[src/rtl/rf_write_arbiter_pkg.sv]
// Shared definitions for the register-file writeback arbiter: requester limits
// and the per-requester buffered write slot.
package rf_write_arbiter_pkg;

  localparam int NUM_REQ_MIN = 2;
  localparam int NUM_REQ_MAX = 8;

  // Slot fields are sized for the widest supported configuration; instances
  // zero-extend into them and read back only their configured low bits.
  localparam int SLOT_ADDR_MAX = 16;
  localparam int SLOT_DATA_MAX = 64;

  typedef struct packed {
    logic                     valid;
    logic [SLOT_ADDR_MAX-1:0] addr;
    logic [SLOT_DATA_MAX-1:0] data;
  } slot_t;

endpackage

[src/rtl/rf_write_arbiter_if.sv]
// Single register-file write port: enable, destination register and data.
interface data_write_interface #(
  parameter int ADDR_WIDTH = 6,
  parameter int DATA_WIDTH = 32
);

  logic                  wen;
  logic [ADDR_WIDTH-1:0] addr;
  logic [DATA_WIDTH-1:0] data;

  modport write  (output wen, addr, data);
  modport read   (input  wen, addr, data);
  modport master (output wen, addr, data);
  modport slave  (input  wen, addr, data);

endinterface

[src/rtl/rf_write_arbiter_rr_pick.sv]
// Combinational round-robin picker: first set request at or after ptr,
// wrapping modulo N, returned as a one-hot grant plus its index.
module rr_pick #(
  parameter int N  = 4,
  parameter int IW = (N > 1) ? $clog2(N) : 1
) (
  input  logic [N-1:0]  req,
  input  logic [IW-1:0] ptr,
  output logic [N-1:0]  grant,
  output logic [IW-1:0] idx,
  output logic          any
);

  int cand;

  always_comb begin
    grant = '0;
    idx   = '0;
    any   = 1'b0;
    cand  = 0;
    for (int k = 0; k < N; k++) begin
      cand = int'(ptr) + k;
      if (cand >= N) cand = cand - N;
      if (!any && req[cand]) begin
        any         = 1'b1;
        grant[cand] = 1'b1;
        idx         = IW'(cand);
      end
    end
  end

endmodule

[src/rtl/rf_write_arbiter.sv]
// Buffers one writeback per requester and retires them round-robin onto a
// single register-file write port, keeping same-register writes in order.
module rf_write_arbiter
  import rf_write_arbiter_pkg::*;
#(
  parameter int NUM_REQ    = 4,
  parameter int ADDR_WIDTH = 6,
  parameter int DATA_WIDTH = 32
) (
  input  logic                                 clk,
  input  logic                                 rst,
  input  logic                                 flush,
  input  logic [NUM_REQ-1:0]                   req_valid,
  output logic [NUM_REQ-1:0]                   req_ready,
  input  logic [NUM_REQ-1:0][ADDR_WIDTH-1:0]   req_addr,
  input  logic [NUM_REQ-1:0][DATA_WIDTH-1:0]   req_data,
  data_write_interface.write                   wr,
  input  logic [ADDR_WIDTH-1:0]                q_addr,
  output logic                                 q_busy
);

  localparam int PTR_W = $clog2(NUM_REQ);

  if (NUM_REQ < NUM_REQ_MIN || NUM_REQ > NUM_REQ_MAX) begin : g_bad_num_req
    $error("rf_write_arbiter: NUM_REQ out of range");
  end
  if (ADDR_WIDTH > SLOT_ADDR_MAX || DATA_WIDTH > SLOT_DATA_MAX) begin : g_bad_width
    $error("rf_write_arbiter: width exceeds slot storage");
  end

  slot_t              slot_q [NUM_REQ];
  logic [PTR_W-1:0]   ptr_q;

  logic [NUM_REQ-1:0] slot_valid;
  logic [NUM_REQ-1:0] pick_req;
  logic [NUM_REQ-1:0] grant;
  logic [PTR_W-1:0]   gidx;
  logic               gany;
  logic [NUM_REQ-1:0] waw_block;
  logic [NUM_REQ-1:0] accept;
  logic [NUM_REQ-1:0] load;

  always_comb begin
    for (int j = 0; j < NUM_REQ; j++) slot_valid[j] = slot_q[j].valid;
  end

  // Flush suppresses the grant so nothing reaches the register file that cycle.
  assign pick_req = flush ? '0 : slot_valid;

  rr_pick #(
    .N  (NUM_REQ),
    .IW (PTR_W)
  ) u_rr_pick (
    .req   (pick_req),
    .ptr   (ptr_q),
    .grant (grant),
    .idx   (gidx),
    .any   (gany)
  );

  always_comb begin
    wr.wen  = gany;
    wr.addr = '0;
    wr.data = '0;
    if (gany) begin
      wr.addr = slot_q[gidx].addr[ADDR_WIDTH-1:0];
      wr.data = slot_q[gidx].data[DATA_WIDTH-1:0];
    end
  end

  // Requesters are resolved in index order so a lower-index acceptance can
  // hold off a same-register request from a higher index in the same cycle.
  always_comb begin
    waw_block = '0;
    req_ready = '0;
    accept    = '0;
    load      = '0;
    for (int i = 0; i < NUM_REQ; i++) begin
      if (req_addr[i] != '0) begin
        for (int j = 0; j < NUM_REQ; j++) begin
          if (j != i && slot_valid[j] && !grant[j] &&
              slot_q[j].addr == SLOT_ADDR_MAX'(req_addr[i]))
            waw_block[i] = 1'b1;
          if (j < i && accept[j] && req_addr[j] == req_addr[i])
            waw_block[i] = 1'b1;
        end
      end
      req_ready[i] = (~slot_valid[i] | grant[i]) & ~flush & ~waw_block[i];
      accept[i]    = req_valid[i] & req_ready[i];
      load[i]      = accept[i] & (req_addr[i] != '0);
    end
  end

  always_comb begin
    q_busy = 1'b0;
    if (q_addr != '0) begin
      for (int j = 0; j < NUM_REQ; j++) begin
        if (slot_valid[j] && slot_q[j].addr == SLOT_ADDR_MAX'(q_addr))
          q_busy = 1'b1;
      end
    end
  end

  // Slot payload is not reset; only valid bits and the pointer are.
  always_ff @(posedge clk) begin
    for (int i = 0; i < NUM_REQ; i++) begin
      if (load[i]) begin
        slot_q[i].addr <= SLOT_ADDR_MAX'(req_addr[i]);
        slot_q[i].data <= SLOT_DATA_MAX'(req_data[i]);
      end
    end
    if (rst || flush) begin
      for (int i = 0; i < NUM_REQ; i++) slot_q[i].valid <= 1'b0;
      ptr_q <= '0;
    end else begin
      for (int i = 0; i < NUM_REQ; i++) begin
        if (load[i])       slot_q[i].valid <= 1'b1;
        else if (grant[i]) slot_q[i].valid <= 1'b0;
      end
      if (gany)
        ptr_q <= (gidx == PTR_W'(NUM_REQ - 1)) ? '0 : gidx + PTR_W'(1);
    end
  end

endmodule

[src/flat_wrapper.sv]
// flat-port wrapper written by rule: the top's interface ports become plain ports
module rf_write_arbiter_flat import rf_write_arbiter_pkg::*;
#(
  parameter int NUM_REQ    = 4,
  parameter int ADDR_WIDTH = 6,
  parameter int DATA_WIDTH = 32
)
  (clk, rst, flush, req_valid, req_ready, req_addr, req_data, q_addr, q_busy, wr_wen, wr_addr, wr_data);
  data_write_interface #(.ADDR_WIDTH(ADDR_WIDTH), .DATA_WIDTH(DATA_WIDTH)) wr_i ();
  input  logic clk;
  input  logic rst;
  input  logic flush;
  input  logic [NUM_REQ-1:0] req_valid;
  output logic [NUM_REQ-1:0] req_ready;
  input  logic [NUM_REQ-1:0][ADDR_WIDTH-1:0] req_addr;
  input  logic [NUM_REQ-1:0][DATA_WIDTH-1:0] req_data;
  input  logic [ADDR_WIDTH-1:0] q_addr;
  output logic q_busy;
  output wire logic [$bits(wr_i.wen)-1:0] wr_wen;
  output wire logic [$bits(wr_i.addr)-1:0] wr_addr;
  output wire logic [$bits(wr_i.data)-1:0] wr_data;
  assign wr_wen = wr_i.wen;
  assign wr_addr = wr_i.addr;
  assign wr_data = wr_i.data;
  rf_write_arbiter #(.NUM_REQ(NUM_REQ), .ADDR_WIDTH(ADDR_WIDTH), .DATA_WIDTH(DATA_WIDTH)) u_core (.clk(clk), .rst(rst), .flush(flush), .req_valid(req_valid), .req_ready(req_ready), .req_addr(req_addr), .req_data(req_data), .wr(wr_i), .q_addr(q_addr), .q_busy(q_busy));
endmodule
[config.mk]
export PLATFORM = sky130hd
export DESIGN_NAME = rf_write_arbiter_flat
export DESIGN_NICKNAME = d
export VERILOG_FILES = /design/src/rtl/rf_write_arbiter_pkg.sv /design/src/rtl/rf_write_arbiter_if.sv /design/src/rtl/rf_write_arbiter_rr_pick.sv /design/src/rtl/rf_write_arbiter.sv /design/src/flat_wrapper.sv
export SDC_FILE = /design/constraint.sdc
export NUM_CORES = 1
export LEC_CHECK = 0
export BUFFER_PORTS_ARGS = -buffer_cell sky130_fd_sc_hd__buf_2
export CORE_UTILIZATION = 52
export CTS_CLUSTER_SIZE = 10
export DETAILED_ROUTE_END_ITERATION = 7
export HOLD_SLACK_MARGIN = 0.02
export PLACE_DENSITY = 0.78
export SLEW_MARGIN = 0
export SYNTH_ARGS = -nofsm -noshare
export SYNTH_HDL_FRONTEND = slang
export SYNTH_HIERARCHICAL = 1
export SYNTH_SLANG_ARGS = --single-unit
export TNS_END_PERCENT = 30
[constraint.sdc]
create_clock -name clk -period 6 [get_ports clk]
set_clock_uncertainty 0.1 [all_clocks]
set_input_delay 0.3 -clock clk [delete_from_list [all_inputs] [get_ports clk]]
set_output_delay 0.3 -clock clk [all_outputs]
set_load 0.05 [all_outputs]
# [Word level (Yosys, flattened, before mapping)]
# Memory sizes are Yosys's and may differ from the RTL's.
# Index checks and enable logic that the tools add are counted.
[totals] ram_bits=156 rom_bits=0 mem_count=1 in_bits=165 regBits=2 latchBits=0 out_inout_bits=44 word_cells=240
[op_classes] eq_ne=23 reduce_logical=46 muxes=109 multipliers=0 bitwise_logic=40 shifts=0 div_mod_pow=0 n_addsub=8 n_lt_le_gt_ge=12
[memory_table] memory="u_core.slot_q" depth=4 word_bits=39 read_ports=5 rd_clocked_by_memory_dff=0 write_ports=4 line="rf_write_arbiter.sv:31" text="slot_t slot_q [NUM_REQ];"
[ops] cell="16-bit by 6-bit == test with 1-bit output" count=16
[ops] cell="32-bit 2-to-1 mux" count=5
[ops] cell="32-bit by 1-bit >= comparator with 1-bit output (second input constant)" count=4
[ops] cell="32-bit by 4-bit < comparator with 1-bit output (second input constant)" count=4
[ops] cell="1-bit 2-to-1 mux" count=85
[ops] cell="6-bit == test" count=6
[ops] cell="1-bit logical AND" count=33
[ops] cell="6-bit nonzero test" count=5
[ops] cell="4-bit 2-to-1 mux" count=5
[ops] cell="1-bit bitwise AND" count=16
[ops] cell="1-bit bitwise OR" count=12
[ops] cell="4-bit bitwise OR" count=3
[ops] cell="3-bit by 3-bit subtractor with 4-bit output (second input constant)" count=3
[ops] cell="2-bit 2-to-1 mux" count=5
[ops] cell="3-bit >= comparator (second input constant)" count=3
[ops] cell="1-bit NOT" count=9
[ops] cell="1-bit binary-select mux with 2-bit select" count=4
[ops] cell="1-bit demux with 2-bit select" count=4
[ops] cell="1-bit zero test" count=7
[ops] cell="2-bit by 2-bit adder with 3-bit output (second input constant)" count=2
[ops] cell="6-bit 2-to-1 mux" count=1
[ops] cell="2-bit by 3-bit subtractor with 4-bit output (second input constant)" count=1
[ops] cell="2-bit by 1-bit adder with 3-bit output (second input constant)" count=1
[ops] cell="2-bit by 3-bit >= comparator with 1-bit output (second input constant)" count=1
[ops] cell="other kinds (3)" count=3

# [Longest topological paths before layout]
# Gate-level depths: netlist of the first run.
[depth] word_depth=52 ltp_mapped=15 ltp_nobuf=13

# [Modules after synthesis]
# The synthesis of the first run kept the hierarchy.
[modules_own_cells] module="rf_write_arbiter" area_per_inst_um2=8074.0 cells_each=561 seq_area_each_um2=4714.5 n_inst=1
[modules_own_cells] module="rr_pick" area_per_inst_um2=460.4 cells_each=48 seq_area_each_um2=0.0 n_inst=1

# [Worst setup path after synthesis of the first run]
# No wires, ideal clock.
[synth_path] kind="reg-to-reg" start="register u_core.ptr_q[0]" end="memory u_core/slot_q[3][0] (netlist bit) (enable)" t_required_ns=5.467 arrival_time_ns=4.747 setup_time_ns=0.433 n_path_buf=2 path_slack_ns=0.720 path_stages_with_launch=16 synth_period_minus_slack_ns=5.280 path_cell_list="dfxtp_1 -> buf_6 -> inv_1 -> ha_1 -> mux4_2 -> buf_6 -> and2b_2 -> a22oi_1 -> o21ai_0 -> nor2b_1 -> nand4_1 -> o22a_1 -> and4_4 -> a2111oi_4 -> o2111ai_2 -> nor2_1"
[synth_lines] element="start, declared" line="rf_write_arbiter.sv:32" text="logic [PTR_W-1:0] ptr_q;"
[synth_lines] element="start signal, assigned" line="rf_write_arbiter.sv:121" text="ptr_q <= (gidx == PTR_W'(NUM_REQ - 1)) ? '0 : gidx + PTR_W'(1);"
[synth_lines] element="end, declared" line="rf_write_arbiter.sv:31"

# [Final worst setup path of the first run]
[layout_path] start="register u_core.ptr_q[0]" end="output port req_ready[3]"
[layout_via] elab_cells_between_ends=130 classes_between="add/sub (7); order compare (12); mux (53); bitwise (22); reduce/logical (36)"
[layout_lines] element="parallel branches: the longest is 14 deep, another holds 32-bit by 1-bit >= comparator with 1-bit output"
[layout_lines] element="4-bit 2-to-1 mux *" line="rf_write_arbiter_rr_pick.sv:24" text="if (!any && req[cand]) begin"
[layout_lines] element="via u_core.grant[3]" line="rf_write_arbiter.sv:36" text="logic [NUM_REQ-1:0] grant;"
[layout_lines] element="1-bit zero test" line="rf_write_arbiter.sv:81" text="if (j != i && slot_valid[j] && !grant[j] &&"
[layout_lines] element="1-bit logical AND (2 in a row)" line="rf_write_arbiter.sv:81"
[layout_lines] element="1-bit 2-to-1 mux" line="rf_write_arbiter.sv:81"
[layout_lines] element="1-bit 2-to-1 mux" line="rf_write_arbiter.sv:79" text="if (req_addr[i] != '0) begin"
[layout_lines] element="1-bit NOT" line="rf_write_arbiter.sv:88" text="req_ready[i] = (~slot_valid[i] | grant[i]) & ~flush & ~waw_block[i];"
[layout_lines] element="[14 not listed]"
[layout_lines] element="1-bit NOT" line="rf_write_arbiter.sv:88"
[layout_lines] element="1-bit bitwise AND" line="rf_write_arbiter.sv:88"
[layout_lines] element="1-bit bitwise AND" line="rf_write_arbiter.sv:89" text="accept[i] = req_valid[i] & req_ready[i];"
[layout_lines] element="1-bit logical AND" line="rf_write_arbiter.sv:84" text="if (j < i && accept[j] && req_addr[j] == req_addr[i])"
[layout_lines] element="1-bit 2-to-1 mux" line="rf_write_arbiter.sv:84"
[layout_lines] element="1-bit 2-to-1 mux" line="rf_write_arbiter.sv:79"
[layout_lines] element="1-bit NOT" line="rf_write_arbiter.sv:88"
[layout_lines] element="1-bit bitwise AND *" line="rf_write_arbiter.sv:88"
[layout_lines] element="end, declared" line="flat_wrapper.sv:14" text="output logic [NUM_REQ-1:0] req_ready;"
# Mark *: on every way through the listed nets, which the timed path passes. The select of a mux whose other input is x is not followed.

==> run summary, run 1 <==
RUN STATUS
--------------------------------------------------------------------------------------
Status                                                                       completed

DETAILED ROUTING
--------------------------------------------------------------------------------------
Detail Route Antenna Nets                                                            0
WL/cell                                                                   25.89 microns
DR pass1 iterations                                                                  5
Starting DRT DRC Count                                                             664
Routed wire length                                                        29330 microns
DRC violation count after routing                                                    0
Via count                                                                         6748
Routed vias/inst                                                                 5.956

CELLS AND AREA
--------------------------------------------------------------------------------------
Post-route insts no fill                                                          1133
Area growth from synthesis to layout                                            34.47%
Number of nets in the finished design                                             1078
Filler cell count                                                                 1033
Final non-filler cell area                                                 11480 sq um
Ant diodes                                                                           0
Share of layout cells above drive strength 1                                    33.48%
Core Util, Final                                                                71.98%

PLACEMENT
--------------------------------------------------------------------------------------
Number of placed instances, taps included                                          973
Placement Cell Area                                                         9637 sq um
Post-Place Worst Slack                                                        1.016 ns
I/O Buffers                                                                        208
Post-detailed-placement half-perimeter wirelength                         17160 microns
Global placer's final weighted congestion                                       0.9615

CRITICAL PATH
--------------------------------------------------------------------------------------
Arrival time reported for the critical path endpoint                           4.82 ns
Critical path launch point                                                u_core/ptr_q[0]
Nature of the critical path startpoint                                        register
Library cell appearing most often on the critical path                         o21ai_0
Maximum fanout along the worst path                                                 15
Logic depth of the worst register-to-register path                                  14
Crit path required time                                                        5.60 ns
Reg2Reg Setup Slack                                                            0.89 ns
Delay contributed by the slowest stage of the critical path                    0.74 ns
Slowest library cell on the worst path                                         dfxtp_1
Setup CP Type                                                             register to output port
Cells along the critical path                                             inv_1 > ha_1 > mux4_2 > and2b_2 > a22oi_1 > o21ai_0 > nor2b_1 > nand4_1 > o22a_1 > nand3_1 > o21ai_0 > nor3_2 > o32ai_1 > buf_2
Beginning of the worst register-to-register path                          u_core/ptr_q[0]
Endpoint type of the worst setup path                                      output port
Endpoint of the worst setup timing path                                   req_ready[3]
Worst r2r dst                                                             u_core/slot_q[2][34]

SYNTH
--------------------------------------------------------------------------------------
Number of enable flip-flop cells after synthesis                                   155
Ys flop type                                                                  edfxtp_1
Part of the Yosys area used for sequential elements                             55.24%
Cell area after synthesis                                                   8534 sq um
FF+latch count, synth                                                              158
Synthesized area per cell                                                  14.01 sq um
Synthesized netlist cell count                                                     609
Synth async-reset ratio                                                             0%
Number of distinct standard cells referenced by the synthesized netlist             52
Number of nets produced by synthesis                                               783
Number of warning messages in the yosys log                                          6

STA
--------------------------------------------------------------------------------------
Unrepaired setup endpoints after global routing                                     no
Highest clock frequency the design can meet                                 0.1916 GHz
Final hold violation count                                                           0
Worst Hold Slack                                                            0.08752 ns
Ratio of final minimum period to clock period                                   86.99%
Final worst path period need                                                  5.219 ns
Final worst slack                                                            0.7808 ns
Max-slew violation count                                                             0
Headroom to the max-slew limit                                                  44.26%
Total of endpoints with negative setup slack in the final report                     0
Measured slew at the worst slew-check pin                                    0.8342 ns
Final sum of negative setup slack                                                 0 ns

GRT
--------------------------------------------------------------------------------------
Remaining Overflow, GRT                                                              0
Global-route wire length before repair                                    41980 microns
Antenna violations before repair                                                     1
Pin count of the biggest net entering global routing                                42
Total GRT Usage                                                                 35.68%
Number of global-route vias before repair                                         6941

RUN
--------------------------------------------------------------------------------------
Max cap viols                                                                        0

CTS
--------------------------------------------------------------------------------------
Clock root buffer                                                            clkbuf_16
Number of setup buffers added after CTS                                              0
Total clock buffers created by CTS                                                  17
Worst skew pair latency                                                        0.43 ns
Number of cells upsized or downsized after cts                                       0
Number of levels in the clock H-tree                                                 4
Clock-pin slew on the worst setup and hold paths                               0.06 ns
Total clock sinks                                                                  158
CTS tree                                                                           yes
Number of buffers on the longest clock path                                          2

MIN PATH
--------------------------------------------------------------------------------------
Classification of the worst-slack hold path                               input port to register

FLOORPLANNING
--------------------------------------------------------------------------------------
Top-level port count                                                               209
Placement row count                                                                 46
Total Die Area                                                             16930 sq um
Starting utilization of the core area                                           53.53%
Die X-Extent                                                              130.1 microns
Die extent in y                                                           130.1 microns
Area of the core region                                                    15940 sq um

POWER AND IR DROP
--------------------------------------------------------------------------------------
VDD IR-drop max                                                              0.3036 mV
Total power draw                                                              3.197 mW
Leak pwr                                                                      4.277 nW
Pwr per Cell Area                                                         278.6 nW/um^2

[registers in the layout (all words and copies together) (netlist names)]
signal and cells:
u_core/slot_q 156, u_core/ptr_q 2
[kinds of logic (layout without fill, tap and decap cells)]
| family | count (synthesis) | after routing | share of synthesized area [%] |
|---|---|---|---|
| and+or+nand+nor | 150 | 150 | 10.59 |
| xor gates and xnor gates | 132 | 132 | 13.55 |
| adders and majority gates | 9 | 9 | 1.319 |
| AOI/OAI and AO/OA | 36 | 36 | 3.255 |
| DFF | 158 | 158 | 55.24 |
| muxes | 47 | 47 | 11.88 |
| buffers and inverters | 77 | 385 | 4.178 |
[worst max-delay path, delay by kind of cell (launching register included)]
family | cells | cell delay [ns]
compound gates | 5 | 0.93
simple gates | 5 | 1.45
flops | 1 | 0.74
buf+inv | 2 | 0.46
mux | 1 | 0.39
fa+ha+maj | 1 | 0.41
[worst min-delay path by stage]
stage	from	endpoint	slack, ns	depth (start not counted)
2_1_floorplan	req_data[0]	u_core/slot_q[0][0]	0.30	0
3_3_place_gp	req_data[122]	u_core/slot_q[3][26]	0.38	1
3_5_place_dp	req_data[55]	u_core/slot_q[1][23]	0.38	1
4_1_cts	req_valid[2]	u_core/slot_q[2][38]	0.07	2
5_1_grt	req_valid[2]	u_core/slot_q[2][38]	0.08	2
6_report	req_valid[2]	u_core/slot_q[2][38]	0.09	2
[synthesized netlist by cell type, drive strengths merged (2+ instances only)]
master / count / area share, %
xor2: 50 / 5.1
nand2: 9 / 0.40
o21ai: 9 / 0.57
inv: 6 / 0.26
nor2b: 8 / 0.59
and4: 3 / 0.34
nor4: 22 / 1.8
nand4: 23 / 1.7
o22ai: 2 / 0.15
mux2i: 3 / 0.35
a211oi: 3 / 0.26
dfxtp: 3 / 0.70
xnor2: 82 / 8.4
a22oi: 8 / 0.70
nor3: 8 / 0.59
nand2b: 3 / 0.22
clkbuf: 33 / 1.5
buf: 38 / 2.5
a21oi: 3 / 0.18
mux2: 2 / 0.26
edfxtp: 155 / 55
ha: 9 / 1.3
or3: 2 / 0.15
nor2: 20 / 0.88
mux4: 42 / 11
nand3: 6 / 0.35
and2: 40 / 2.9
[per-layer routing]
metal | wire [microns] | global-route usage, % | vias up
met5 | 9 | 0 | -
met4 | 1815 | 21.55 | 2
met3 | 2597 | 8.364 | 124
met2 | 14620 | 59.29 | 507
met1 | 10300 | 42.35 | 3266
li1 | - | - | 2849
[layout by cell type, fill, tap and decap left out, types with 4 or more instances in the layout]
cell type      Yosys  final
buf_2             27    208
edfxtp_1         155    155
dlygate4sd3_1      0    128
xnor2_1           82     82
xor2_1            50     50
and2_1            40     40
mux4_2            38     38
nand4_1           23     23
nor4_1            20     20
nor2_1            20     18
clkbuf_16          0     17
buf_4              1     11
nand2_1            9      9
ha_1               9      9
nor2b_1            8      8
o21ai_0            8      8
a22oi_1            8      8
nand3_1            6      6
inv_1              6      6
nor3_1             6      6
clkinv_4           0      4
inv_6              0      4
mux4_1             4      4
[layout make-up]
class	count	area, sq um	share of cell area [%]
clock buffer	18	429.2	3.740
clock inverter	14	128.9	1.123
inverter	6	22.52	0.1962
multi-input combinational	374	3506	30.55
sequential	158	4715	41.08
tap	216	270.3	2.355
timing repair buffer	347	2405	20.96
[power breakdown]
part / internal [mW] / total (mW) / switching (mW)
Clock: 0.546 / 1.05 / 0.507
Sequential: 1.28 / 1.33 / 0.0459
Combinational: 0.321 / 0.819 / 0.497
[what timing repair did]
item	4_1_cts	5_1_grt
hold buffers	128	0
endpoints found under the setup margin	0	0
hold endpoints to repair	128	0
No activity file was read; power rests on OpenSTA's default activity.
==> run 2, diff against run 1 <==
Settings changed: ABC_AREA from default to 1.
==> run summary, run 2 <==
RUN STATUS
--------------------------------------------------------------------------------------
Status                                                                       completed

SYNTH
--------------------------------------------------------------------------------------
Biggest area consumer among synthesized cells                                 edfxtp_1
Dominant combinational cell family by area after synthesis                simple AND/OR/NAND/NOR gates
Number of distinct standard cells referenced by the synthesized netlist             43   -17%
Ys flop type                                                                  edfxtp_1
Synth async-reset ratio                                                             0%   unchanged
Cell area after synthesis                                                   8678 sq um   +1.7%
Area share of fa/ha/maj cells after synthesis                                   1.298%   -0.022 points
Xor/xnor share of the synthesized area                                          3.129%   -10 points
Portion of netlist area occupied by mux cells                                       0%   -12 points
Proportion of netlist area held by the largest area contributor                 53.63%   -0.90 points
Top-count cell post-synth                                                       nor2_1
Number of warning messages in the yosys log                                          6   unchanged
Synthesized area per cell                                                  9.125 sq um   -35%
FF+latch count, synth                                                              158   unchanged
Synthesized netlist cell count                                                     951   +56%
Top cells by count, synth                                                 173 x nor2_1, 155 x edfxtp_1, 133 x nand2_1, 82 x o21ai_0, 70 x a21oi_1
Number of enable flip-flop cells after synthesis                                   155   unchanged
Top cells by area, synth                                                  edfxtp_1 54%, nor2_1 7.5%, nand2_1 5.8%
Part of the Yosys area used for sequential elements                             54.33%   -0.92 points
Number of nets produced by synthesis                                              1125   +44%
Synth Area in Compound Gates                                                    14.39%   +11 points
Post-synthesis share of cell area spent on and, or, nand and nor gates          19.67%   +9.1 points

CTS
--------------------------------------------------------------------------------------
Clock root buffer                                                            clkbuf_16
Clock-pin slew on the worst setup and hold paths                               0.07 ns   about the same
Total clock buffers created by CTS                                                  17   unchanged
CTS tree                                                                           yes
Number of levels in the clock H-tree                                                 4   unchanged
Number of cells upsized or downsized after cts                                       0   unchanged
Worst skew pair latency                                                        0.43 ns   about the same
Number of setup buffers added after CTS                                              0   unchanged
Total clock sinks                                                                  158   unchanged
Number of buffers on the longest clock path                                          2   unchanged
Cts hold-fix bufs                                                                  128   unchanged

CRITICAL PATH
--------------------------------------------------------------------------------------
Endpoint type of the worst setup path                                         register
Crit path required time                                                        6.06 ns   +0.46 ns
Endpoint of the worst setup timing path                                   u_core/slot_q[2][9]
Arrival time reported for the critical path endpoint                           4.95 ns   +0.13 ns
Maximum fanout along the worst path                                                 24   +9
Worst r2r dst                                                             u_core/slot_q[2][9]
Critical path launch point                                                u_core/ptr_q[0]
Logic depth of the worst register-to-register path                                  23   +9
Setup CP Type                                                             register to register
Nature of the critical path startpoint                                        register
Reg2Reg Setup Slack                                                            1.12 ns   +0.23 ns
Beginning of the worst register-to-register path                          u_core/ptr_q[0]

CELLS AND AREA
--------------------------------------------------------------------------------------
Area of the multi-input gates                                               3357 sq um   -4.2%
Number of nets in the finished design                                             1430   +33%
Register with the most flip-flops                                         u_core/slot_q
Filler cell count                                                                 1076   +4.2%
Share of layout cells above drive strength 1                                    22.71%   -11 points
Final non-filler cell area                                                 11670 sq um   +1.7%
Most common cell after layout, fill and taps aside                               buf_2
Largest registers ranked by flip-flop count                               u_core/slot_q: 156 flops, u_core/ptr_q: 2 flops
Area growth from synthesis to layout                                            34.46%   about the same
Core Util, Final                                                                72.41%   +0.42 points
Flip-flop count of the largest register after layout                               156   unchanged
Post-route insts no fill                                                          1487   +31%
Highest-count cells in the layout ignoring fill and taps                  208 x buf_2, 173 x nor2_1, 155 x edfxtp_1
Storage cell area                                                           4715 sq um   unchanged

STA
--------------------------------------------------------------------------------------
Final worst slack                                                             1.115 ns   +0.3347 ns
Unrepaired setup endpoints after global routing                                     no
Highest clock frequency the design can meet                                 0.2047 GHz   +6.9%
Ratio of final minimum period to clock period                                   81.41%   -5.6 points
Measured slew at the worst slew-check pin                                     1.188 ns   +0.3540 ns
Headroom to the max-slew limit                                                  20.30%   -24 points
Worst Hold Slack                                                            0.06521 ns   -0.02230 ns
Final worst path period need                                                  4.885 ns   -0.3347 ns
Final sum of negative setup slack                                                 0 ns   unchanged
Total of endpoints with negative setup slack in the final report                     0   unchanged
Final hold violation count                                                           0   unchanged
Max-slew violation count                                                             0   unchanged

GRT
--------------------------------------------------------------------------------------
Remaining Overflow, GRT                                                              0   unchanged
Total GRT Usage                                                                 41.03%   +5.4 points
Number of global-route vias before repair                                         9098   +31%
Global-route wire length before repair                                    52670 microns   +25%
Antenna violations before repair                                                     2   +1
Pin count of the biggest net entering global routing                                64   +52%

FLOORPLANNING
--------------------------------------------------------------------------------------
Die X-Extent                                                              131.2 microns   +0.83%
Placement row count                                                                 46   unchanged
Area of the core region                                                    16120 sq um   +1.1%
Top-level port count                                                               209   unchanged
Starting utilization of the core area                                           53.85%   +0.32 points
Die extent in y                                                           131.2 microns   +0.83%
Total Die Area                                                             17210 sq um   +1.7%

DETAILED ROUTING
--------------------------------------------------------------------------------------
Via count                                                                         9149   +36%
WL/cell                                                                   23.63 microns   -8.7%
Routed vias/inst                                                                 6.153   +3.3%
Detail Route Antenna Nets                                                            0   unchanged
Routed wire length                                                        35140 microns   +20%
Starting DRT DRC Count                                                            1136   +71%
DR pass1 iterations                                                                  5   unchanged
DRC violation count after routing                                                    0   unchanged

POWER AND IR DROP
--------------------------------------------------------------------------------------
Leak pwr                                                                      4.848 nW   +13%
Int Power                                                                     2.892 mW   +35%
Pwr per Cell Area                                                         563.2 nW/um^2   +100%
Clk pwr share                                                                    17.7%   -15 points
Total power draw                                                              6.572 mW   +110%
Fraction of power consumed by combinational cells                                61.2%   +36 points
Switching part of the total power                                               56.00%   +23 points
Seq pwr share                                                                    21.1%   -20 points
Switching Power                                                               3.680 mW   +250%
VDD IR-drop max                                                              0.5238 mV   +73%

PLACEMENT
--------------------------------------------------------------------------------------
Post-detailed-placement half-perimeter wirelength                         20810 microns   +21%
Placement Cell Area                                                         9771 sq um   +1.4%
Number of placed instances, taps included                                         1325   +36%
Global placer's final weighted congestion                                        1.048   +9.0%
Post-Place Worst Slack                                                        1.244 ns   +0.2277 ns
I/O Buffers                                                                        208   unchanged

MIN PATH
--------------------------------------------------------------------------------------
Classification of the worst-slack hold path                               input port to register
Startpoint of the worst hold path                                         req_valid[2]

RUN
--------------------------------------------------------------------------------------
Max cap viols                                                                        0   unchanged

[run 2: cell count changes after synthesis, moves of 40 or more]
cell,change
and2_1,-40
xnor2_1,-71
inv_1,+58
nand2_1,+124
o21ai_0,+74
a21oi_1,+67
nor2_1,+153
[run 2: cell families after synthesis]
family | count (synthesis)
AOI/OAI and AO/OA | 217
xor gates and xnor gates | 31
adders and majority gates | 9
buffers and inverters | 142
DFF | 158
and+or+nand+nor | 394
[run 2: power groups by stage]
stage	logic [mW]	registers [mW]	clock network, mW
after CTS	3.79	1.38	1.13
final	4.02	1.39	1.16
after detailed placement	3.70	1.40	0
after floorplan	2.79	1.38	0
after global routing	4.21	1.39	1.20
after global placement	3.68	1.40	0
[run 2: cell type report]
class / count / share of cell area [%]
clock buffer: 18 / 3.678
multi-input combinational: 651 / 28.77
clock inverter: 13 / 1.544
tap: 216 / 2.316
sequential: 158 / 40.40
antenna: 3 / 0.06434
timing repair buffer: 346 / 20.54
inverter: 82 / 2.681
[run 2: routing by layer]
metal,vias to the layer above,global-route usage (%),part of all wire (%)
li1,3921,-,-
met1,4197,49.87,35
met2,876,66.49,47
met3,155,10.38,12
met4,0,23.27,5.9
met5,-,0,0
[run 2: worst min-delay path by stage]
| stage | endpoint | slack [ns] | cells after the start |
|---|---|---|---|
| 2_1_floorplan | u_core/slot_q[0][0] | 0.30 | 0 |
| 3_3_place_gp | u_core/slot_q[0][22] | 0.38 | 1 |
| 3_5_place_dp | u_core/slot_q[1][7] | 0.38 | 1 |
| 4_1_cts | u_core/slot_q[2][38] | 0.06 | 3 |
| 5_1_grt | u_core/slot_q[2][38] | 0.08 | 3 |
| 6_report | u_core/slot_q[2][38] | 0.07 | 3 |
[run 2: critical path, cell delays in order, from the launching register on]
cell      delay [ns]
dfxtp_1         0.56
inv_2           0.20
ha_1            0.39
inv_1           0.13
nand3_1         0.08
nand2_1         0.07
nor2_2          0.07
a21oi_1         0.14
nand3_1         0.13
nor2_1          0.36
nand3_1         0.12
nor2_1          0.12
nand2_1         0.06
nand3_2         0.08
nand2_2         0.05
nand4_1         0.06
nand2_1         0.07
nand2_1         0.07
nand4_1         0.08
nand2_1         0.10
a21boi_2        0.07
nand3_2         0.07
clkinv_1        0.83
buf_4           0.56
==> run 3, diff against run 2 <==
Settings changed: CORE_UTILIZATION 52 to 49, PLACE_DENSITY 0.78 to 0.77.
Clock period 6 ns to 4.2 ns, I/O delays scaled along.
==> run summary, run 3 (synthesis gave the netlist of run 2 again) <==
MIN PATH
--------------------------------------------------------------------------------
Classification of the worst-slack hold path                         input port to register

CELLS AND AREA
--------------------------------------------------------------------------------
Flip-flop count of the largest register after layout                         156   unchanged
Share of layout cells above drive strength 1                              23.44%   +0.72 points
Highest-count cells in the layout ignoring fill and taps            207 x buf_2, 172 x nor2_1, 155 x edfxtp_1
Register with the most flip-flops                                   u_core/slot_q
Area growth from synthesis to layout                                      35.87%
Filler cell count                                                           1246   +16%
Final non-filler cell area                                           11790 sq um   +1.1%
Most common cell after layout, fill and taps aside                         buf_2
Core Util, Final                                                          68.17%   -4.2 points
Post-route insts no fill                                                    1507   +1.3%
Number of nets in the finished design                                       1441   +0.77%
Largest registers ranked by flip-flop count                         u_core/slot_q: 156 flops, u_core/ptr_q: 2 flops

CTS
--------------------------------------------------------------------------------
Total clock buffers created by CTS                                            17   unchanged
Number of levels in the clock H-tree                                           4   unchanged
Number of buffers on the longest clock path                                    2   unchanged
CTS tree                                                                     yes
Total clock sinks                                                            158   unchanged
Worst skew pair latency                                                  0.42 ns   about the same
Clock root buffer                                                      clkbuf_16
Clock-pin slew on the worst setup and hold paths                         0.07 ns   about the same

CRITICAL PATH
--------------------------------------------------------------------------------
Maximum fanout along the worst path                                           24   unchanged
Setup CP Type                                                       register to output port
Nature of the critical path startpoint                                  register
Cell type group with the largest total delay on the critical path   buffers and inverters
Endpoint type of the worst setup path                                output port
Crit path required time                                                  3.89 ns   -2.17 ns
Arrival time reported for the critical path endpoint                     3.62 ns   -1.33 ns
Buffer and inverter count on the worst path                                    6   +2
Delay contributed by the slowest stage of the critical path              0.40 ns   -0.43 ns
Slowest library cell on the worst path                                   dfxtp_4
Cells along the critical path                                       inv_2 > ha_1 > inv_1 > nand2_1 > nand2_2 > nor2_4 > buf_4 > nand4_1 > nand3_2 > inv_1 > buf_4 > nor2_1 > o21ai_0 > a21oi_1 > buf_2

POWER AND IR DROP
--------------------------------------------------------------------------------
Pwr per Cell Area                                                   785.0 nW/um^2   +39%
Total power draw                                                        9.256 mW   +41%
VDD IR-drop max                                                        0.6413 mV   +22%
Leak pwr                                                                4.884 nW   +0.75%

STA
--------------------------------------------------------------------------------
Measured slew at the worst slew-check pin                              0.8748 ns   -0.3134 ns
Headroom to the max-slew limit                                            41.61%   +21 points
Worst Hold Slack                                                      0.04504 ns   -0.02017 ns
Unrepaired setup endpoints after global routing                               no
Final hold violation count                                                     0   unchanged
Final sum of negative setup slack                                           0 ns   unchanged
Final worst slack                                                      0.2668 ns   -0.8487 ns
Max-slew violation count                                                       0   unchanged
Total of endpoints with negative setup slack in the final report               0   unchanged
Ratio of final minimum period to clock period                             93.65%
Highest clock frequency the design can meet                           0.2542 GHz
Final worst path period need                                            3.933 ns

DETAILED ROUTING
--------------------------------------------------------------------------------
WL/cell                                                             22.98 microns   -2.7%
Via count                                                                   9168   +0.21%
Routed vias/inst                                                           6.084   -1.1%
Starting DRT DRC Count                                                      1085   -4.5%
DR pass1 iterations                                                            7   +2
Routed wire length                                                  34630 microns   -1.4%
Detail Route Antenna Nets                                                      0   unchanged
DRC violation count after routing                                              0   unchanged

PLACEMENT
--------------------------------------------------------------------------------
I/O Buffers                                                                  208   unchanged
Global placer's final weighted congestion                                  1.118   +6.7%
Post-detailed-placement half-perimeter wirelength                   20470 microns   -1.6%
Number of placed instances, taps included                                   1341   +1.2%
Placement Cell Area                                                   9913 sq um   +1.5%
Post-Place Worst Slack                                                 0.1249 ns   -1.119 ns

FLOORPLANNING
--------------------------------------------------------------------------------
Area of the core region                                              17300 sq um   +7.3%
Die extent in y                                                     135.1 microns   +3.0%
Top-level port count                                                         209   unchanged
Placement row count                                                           48   +4.3%
Total Die Area                                                       18250 sq um   +6.0%
Die X-Extent                                                        135.1 microns   +3.0%
Starting utilization of the core area                                     50.17%   -3.7 points

GRT
--------------------------------------------------------------------------------
Remaining Overflow, GRT                                                        0   unchanged
Pin count of the biggest net entering global routing                          79   +23%
Total GRT Usage                                                           38.40%   -2.6 points
Number of global-route vias before repair                                   9020   -0.86%
Global-route wire length before repair                              51630 microns   -2.0%
Antenna violations before repair                                               2   unchanged

RUN
--------------------------------------------------------------------------------
Max cap viols                                                                  0   unchanged

RUN STATUS
--------------------------------------------------------------------------------
Status                                                                 completed

run 3: changes by cell type in the layout (fill, tap and decap cells not counted), sizes merged, moves of 2 or more:
| cell | before | now |
|---|---|---|
| buf | 218 | 226 |
| clkinvlp | 1 | 4 |
| bufinv | 3 | 0 |
| inv | 82 | 84 |
| dlygate4sd3 | 128 | 130 |
run 3: power by group:
| group | leakage (nW) | switching, mW | internal, mW |
|---|---|---|---|
| combinational | 3.15 | 4.44 | 1.40 |
| clock | 0.258 | 0.686 | 0.769 |
| sequential | 1.48 | 0.0837 | 1.89 |
run 3: area by class of cell:
type                    instances  area, sq um  share of cell area (%)
flip-flops and latches        158         4718                   40.01
multi-input cells             651         3364                   28.53
repair buffers                357         2562                   21.73
clock buffers                  18        429.2                   3.640
inverters                      82        320.3                   2.716
well taps                     225        281.5                   2.388
clock inverters                14        110.1                  0.9338
diodes                          2        5.005                 0.04244
run 3: per-layer routing:
metal,up-vias,GRT usage (%),wire length (microns)
li1,3948,-,-
met1,4197,46.35,12040
met3,181,9.047,4186
met2,842,61.74,16300
met5,-,0,0
met4,0,24.66,2101
run 3: worst register-to-register path: stages, from the launching register on:
cell and delay, ns:
dfxtp_4 0.40, inv_2 0.05, ha_1 0.34, inv_1 0.10, nand2_1 0.09, nand2_2 0.06, nor2_4 0.22, nand4_1 0.12
nand3_1 0.09, inv_1 0.05, nand2_1 0.16, nor2_1 0.07, nand2_1 0.06, nor2_1 0.03, nand2_1 0.08, nand3_2 0.09
nand2_2 0.07, nand4_1 0.08, nand2_1 0.09, nand2_1 0.06, and3_1 0.17, nand2_1 0.13, clkinv_1 0.48, buf_4 0.42
run 3: path summary, 6_finish.rpt:
check	start	cells past startpoint	to	slack, ns
max	u_core/ptr_q[1]	15	wr_data[13]	0.27
min	req_addr[19]	1	u_core/slot_q[3][33]	0.05
max reg2reg	u_core/ptr_q[1]	23	u_core/slot_q[1][23]	0.32
min reg2reg	u_core/ptr_q[1]	2	u_core/ptr_q[1]	0.44
run 3: what timing repair did:
item	CTS	global route
resized for setup	0	6
buffers inserted	0	2
hold endpoints to repair	130	0
setup endpoints to repair	0	53
hold buffers	130	0
